`src/rtl/serializer.sv`:
```
// Parallel-to-serial converter: LENGTH-bit word in over valid/ready, one bit out per enabled clock.
// Bit order is LSB first; define SERIALIZER_MSB_FIRST_EN to emit MSB first instead.
module serializer #(
    parameter int unsigned LENGTH = 24
) (
    input  logic              i_clk,
    input  logic              i_rst,
    input  logic              i_en,
    input  logic              i_load_valid,
    input  logic [LENGTH-1:0] iv_din,
    output logic              o_load_ready,
    output logic              o_dout,
    output logic              o_dout_valid,
    output logic              o_busy
);

    localparam int unsigned    CW   = (LENGTH > 1) ? $clog2(LENGTH) : 1;
    localparam logic [CW-1:0]  LAST = CW'(LENGTH - 1);
`ifdef SERIALIZER_MSB_FIRST_EN
    localparam int unsigned    OUT_BIT = LENGTH - 1;
`else
    localparam int unsigned    OUT_BIT = 0;
`endif

    typedef enum logic {
        IDLE  = 1'b0,
        SHIFT = 1'b1
    } state_t;

    state_t            state, state_nxt;
    logic [LENGTH-1:0] shreg, shreg_nxt;
    logic [CW-1:0]     count, count_nxt;
    logic              dout_nxt, dout_valid_nxt, busy_nxt;
    logic              at_last;
    logic              can_load;

    assign at_last  = (state == SHIFT) && (count == LAST);
    assign can_load = i_load_valid && ((state == IDLE) || at_last);

    // State register and registered outputs
    always_ff @(posedge i_clk) begin
        if (!i_rst) begin
            state        <= IDLE;
            shreg        <= '0;
            count        <= '0;
            o_dout       <= 1'b0;
            o_dout_valid <= 1'b0;
            o_busy       <= 1'b0;
        end else begin
            state        <= state_nxt;
            shreg        <= shreg_nxt;
            count        <= count_nxt;
            o_dout       <= dout_nxt;
            o_dout_valid <= dout_valid_nxt;
            o_busy       <= busy_nxt;
        end
    end

    // Next state; outputs are precomputed from the next state so they register alongside it
    always_comb begin
        state_nxt      = state;
        shreg_nxt      = shreg;
        count_nxt      = count;
        dout_nxt       = o_dout;
        dout_valid_nxt = o_dout_valid;
        busy_nxt       = o_busy;
        if (i_en) begin
            if (can_load) begin
                state_nxt = SHIFT;
                shreg_nxt = iv_din;
                count_nxt = '0;
            end else if (state == SHIFT && !at_last) begin
`ifdef SERIALIZER_MSB_FIRST_EN
                shreg_nxt = {shreg[LENGTH-2:0], 1'b0};
`else
                shreg_nxt = {1'b0, shreg[LENGTH-1:1]};
`endif
                count_nxt = count + CW'(1);
            end else if (state == SHIFT) begin
                state_nxt = IDLE;
                shreg_nxt = '0;
                count_nxt = '0;
            end
            busy_nxt       = (state_nxt == SHIFT);
            dout_nxt       = (state_nxt == SHIFT) && shreg_nxt[OUT_BIT];
            dout_valid_nxt = (state_nxt == SHIFT) && (count_nxt == LAST);
        end
    end

    // Ready is deliberately not gated by i_en
    always_comb begin
        o_load_ready = 1'b0;
        if (state == IDLE || at_last) begin
            o_load_ready = 1'b1;
        end
    end

endmodule

```
`config.mk`:
```
export PLATFORM = sky130hd
export DESIGN_NAME = serializer
export DESIGN_NICKNAME = d
export VERILOG_FILES = /design/src/rtl/serializer.sv
export SDC_FILE = /design/constraint.sdc
export NUM_CORES = 1
export LEC_CHECK = 0
export ABC_AREA = 1
export BUFFER_PORTS_ARGS = -buffer_cell sky130_fd_sc_hd__buf_2
export CAP_MARGIN = 20
export CORE_ASPECT_RATIO = 0.75
export CORE_MARGIN = 1
export CORE_UTILIZATION = 56
export CTS_BUF_LIST = sky130_fd_sc_hd__clkbuf_2
export DETAILED_ROUTE_END_ITERATION = 6
export GPL_ROUTABILITY_DRIVEN = 1
export PLACE_DENSITY = 0.84
export SETUP_SLACK_MARGIN = 0.15
export SLEW_MARGIN = 0
export SYNTH_ARGS = -nofsm -noshare
export SYNTH_HDL_FRONTEND = slang
export SYNTH_SLANG_ARGS = --single-unit
export TNS_END_PERCENT = 10
```
`constraint.sdc`:
```
create_clock -name i_clk -period 4.5 [get_ports i_clk]
set_clock_uncertainty 0.1 [all_clocks]
set_input_delay 0.225 -clock i_clk [delete_from_list [all_inputs] [get_ports i_clk]]
set_output_delay 0.225 -clock i_clk [all_outputs]
set_load 0.01 [all_outputs]
```
Yosys cells after proc, flatten, opt, wreduce, memory -nomap -nowiden
Index checks and enable logic that the tools add are counted.

Equality and inequality tests: 3. Reductions and logical operators: 8. Bitwise gates (word level): 1. Multiplexer cells: 12. $add $sub $neg: 1.

Operators with widths (number): 24-bit two-way mux (4); 5-bit two-way mux (4); 5-bit == test (second input constant) (2); 5-bit by 1-bit adder with 5-bit output (second input constant) (1); 1-bit logical AND (5); 1-bit two-way mux (4); 4-bit by 1-bit inequality test with 1-bit output (second input constant) (1); 2-bit AND reduction (1); 1-bit zero test (1); 1-bit logical OR (1); 1-bit NOT (1).

Bits in registers: 32. Input port bits: 28. Logic and storage cells: 31. Output and inout bits: 4.

Depth between registers and ports, before layout
Word-level depth: 9. Mapped depth: 10. Mapped depth without buffers: 10.

Least setup slack after synthesis
Ideal clock, no wire load.

Path type: flip-flop to flip-flop. Start: register count[0]. End: register shreg[10]. Setup slack: 3041 ps. Buffers on the path: 1. Library setup time: 74 ps. Required time: 4326 ps. Stages on the path, launching flop included: 8. Arrival: 1284 ps. Period minus slack after synthesis: 1459 ps. Cells stage by stage: dfxtp_1 -> ha_1 -> nand2_1 -> nand2_2 -> nand2_1 -> buf_2 -> nand2_1 -> a31oi_1.

Word-level cells in the longest chain between the ends: 7. Elaborated cells between the ends (all ways): 11. Those cells by class: eq/ne (2); mux (3); reduce/logical (6).

RTL lines: from (decl) (line 32) `logic [CW-1:0] count, count_nxt;`; from (signal assigned) (line 52) `count <= count_nxt;`; 5-bit == test * (line 37) `assign at_last = (state == SHIFT) && (count == LAST);`; 1-bit logical AND * (line 37); 1-bit zero test (line 72) `end else if (state == SHIFT && !at_last) begin`; 1-bit logical AND (line 72); 24-bit two-way mux (line 72); 24-bit two-way mux (line 68) `if (can_load) begin`; 24-bit two-way mux (line 67) `if (i_en) begin`; to (signal assigned) (line 51) `shreg <= shreg_nxt;`; to (decl) (line 31) `logic [LENGTH-1:0] shreg, shreg_nxt;`.

Every way passes the cells marked *; elsewhere a longest branch is shown, timed or not. The select of a mux whose other input is x is not followed. A chain may end at the register's enable or synchronous reset.

Worst setup path after layout
Start: register count[0]. End: register o_dout_valid.

Word-level cells in the longest chain between the ends: 9. Elaborated cells between the ends (all ways): 16. Those cells by class: add/sub (1); eq/ne (2); mux (7); reduce/logical (6).

RTL lines: parallel branches: the longest is 8 deep, another holds 5-bit by 1-bit adder with 5-bit output; 1-bit logical AND * (line 86) `dout_valid_nxt = (state_nxt == SHIFT) && (count_nxt == LAST);`; to (signal assigned) (line 54) `o_dout_valid <= dout_valid_nxt;`; to (decl) (line 13) `output logic o_dout_valid,`.

Mark *: on every way between the ends. The select of a mux whose other input is x is not followed.

==> results.ini <==
[status]
outcome=finished, final reports clean

[clocking]
cts_made_buffers=5
root_buffer=clkbuf_2
clkLatencyLatePin_ns=0.36
tritoncts=yes
clk_path_buf_depth=2
path_clk_slew_ns=0.16
htree_levels=2
cts_sinks=31

[worst_setup_path]
path_max_fanout=25
critical_path.cell_chain=ha_1 -> nand2_1 -> nand2_2 -> nand2_1 -> o21ai_0 -> nor2_1 -> nand2_1 -> a21oi_1
start_kind=register
path_common_cell=nand2_1
max_stage_delay_ns=0.48
r2r_end=o_dout_valid
crit_arrival_ns=2.39
crit_start=count[0]
end_kind=register
r2r_slack_ns=2.27
critPathRequiredTime_ns=4.67
crit_type=register to register
rr_startpoint=count[0]
crit_slowest_cell=nand2_1
rr_worst_depth=8

[global_routing]
grt_start_max_net_pins=47
grt_pass1_wl_mm=5.44
antenna_found_initial=0
first_global_vias=1266
overflow=0
track_usage_pct=27.2

[min_path]
hp-start=iv_din[1]
holdPathEnd=shreg[1]
hold_depth=3
hold_class=primary input to register

[sta]
min_period_ns=2.23
maxSlewHeadroom_pct=44.5
fin_crit_sh_pct=49.5
finalHoldViolations=0
fin_setup_tns_ns=0
drv_slew=0
setup_violations=0
tightest_slew_ns=0.830
fmax_ghz=0.449
rsz0062_at_grt=false
final.setup.worst_slack_ns=2.27

[floorplanning]
fp.dieH_um=45.5
die_w_um=60.0
num_io_pins=32
core_sq_um=2350
die-area_sq_um=2730
rows=15
initial_utilization_pct=60.2

[placed_design]
place_hpwl_mm=2.03
io_buffers=31
place_area_sq_um=1560
gp_routability_congestion=0.866
post-place-ws_ns=2.34

[detailed_routing]
wl_met2_mm=1.60
ant_nets=0
drc_errors=0
wl_met3_um=214
first_pass_iters=5
wl_mm=3.39
met1_length_mm=1.53
highest_layer=met4
vias=1500
routedWlPerCell_um=12.1
vias_per_cell=5.38
drt_iter0_drc=111

[pwr]
cellPowerDensity_nw_per_um2=303
ir_worst_vdd_mv=0.162
p_leak_nw=0.719
power.total_uw=539

[yosys]
syn_area_sq_um=1410
ys.flop_type=dfxtp_1
yosysMostFrequentCell=nand2_1
yosys-top-cells-area=dfxtp_1 44%, nand2_1 18%, o21ai_0 11%
synth-edff-count=0
synthDominantCellAreaShare_pct=43.9
yosysWarnings=0
syn_inst=200
synth_nets=229
synth_cell_types=20
synth_common_cells=68 x nand2_1, 31 x dfxtp_1, 30 x o21ai_0, 23 x a31oi_1, 8 x a21oi_1
synth-seq-cells=31
ys_seq_area_share_pct=43.9
synth_top_area_cell=dfxtp_1
synth_area_per_cell_sq_um=7.06
synthArstFlopShare_pct=0

[final_layout]
diodes=0
post-route-util_pct=75.7
syn_to_final_growth_pct=25.7
drive_above_1_share_pct=16.7
finalInstanceArea_sq_um=1780
fin_nets=273

[job]
cap_violations=0

what timing repair did:
action	4_1_cts	5_1_grt
hold buffers	18	0
setup buffers	0	0
resized for setup	0	0
hold endpoints to repair	18	0
flip-flops by register name, summed over array words and instances, names as in the netlist:
| name | flops |
|---|---|
| shreg | 23 |
| count | 5 |
| o_dout | 1 |
| o_dout_valid | 1 |
| state | 1 |
worst max-delay path by stage:
stage | to | slack [ns] | cells past startpoint
detailed placement | o_dout_valid | 2.34 | 8
floorplan | shreg[10] | 3.04 | 7
global route | o_dout_valid | 2.09 | 10
finish | o_dout_valid | 2.27 | 8
CTS | o_dout_valid | 2.31 | 8
global placement | o_dout_valid | 2.46 | 8
power by group:
group	internal (mW)	switching (mW)
logic	0.0425	0.0589
clock network	0.0374	0.0935
registers	0.294	0.0121
kinds of logic after synthesis:
family,share of synthesized area [%]
and+or+nand+nor,24.3
AOI/OAI and AO/OA,24.4
DFF,43.9
buffers and inverters,5.85
xor gates and xnor gates,0.620
adders and majority gates,0.886
worst max-delay path: cells and delay by family (launching register included):
kind,cells,cell delay [ns]
fa+ha+maj,1,0.21
simple gates,5,0.92
flops,1,0.42
compound gates,2,0.49
cells in the final DEF (no fill, tap or decap):
master and n:
dlygate4sd3_1 18, xnor2_1 1, nand3_2 1, nand3b_1 1, nand2_2 1, nand3_1 6, nand2_1 68, clkinv_1 2
o22ai_1 1, a21oi_1 8, clkbuf_2 6, nor2_1 6, dfxtp_1 31, a31oi_1 23, o21ai_0 30, buf_2 31
ha_1 1, inv_1 7, inv_2 1, o21ai_1 1, nor2_4 1
cell type report:
| cell class | instances | area [sq um] |
|---|---|---|
| flip-flops and latches | 31 | 621 |
| repair buffers | 49 | 335 |
| well taps | 34 | 42.5 |
| clock inverters | 2 | 7.51 |
| multi-input cells | 149 | 709 |
| fillers | 182 | 571 |
| clock buffers | 6 | 30.0 |
| inverters | 8 | 30.0 |
stage by stage:
stage / instances / hold slack, ns
5_1_grt: 279 / 0.000855
3_3_place_gp: 253 / 0.348
4_1_cts: 279 / 0.00403
6_report: 279 / 0.00457
3_5_place_dp: 253 / 0.364
2_1_floorplan: 200 / 0.267
per-layer routing:
layer / up-vias / track usage [%]
met5: - / 0
met4: 0 / 10.2
met3: 8 / 7.10
met2: 52 / 46.4
met1: 670 / 33.2
li1: 770 / -
Note: power is estimated with default switching activity, not from simulation.
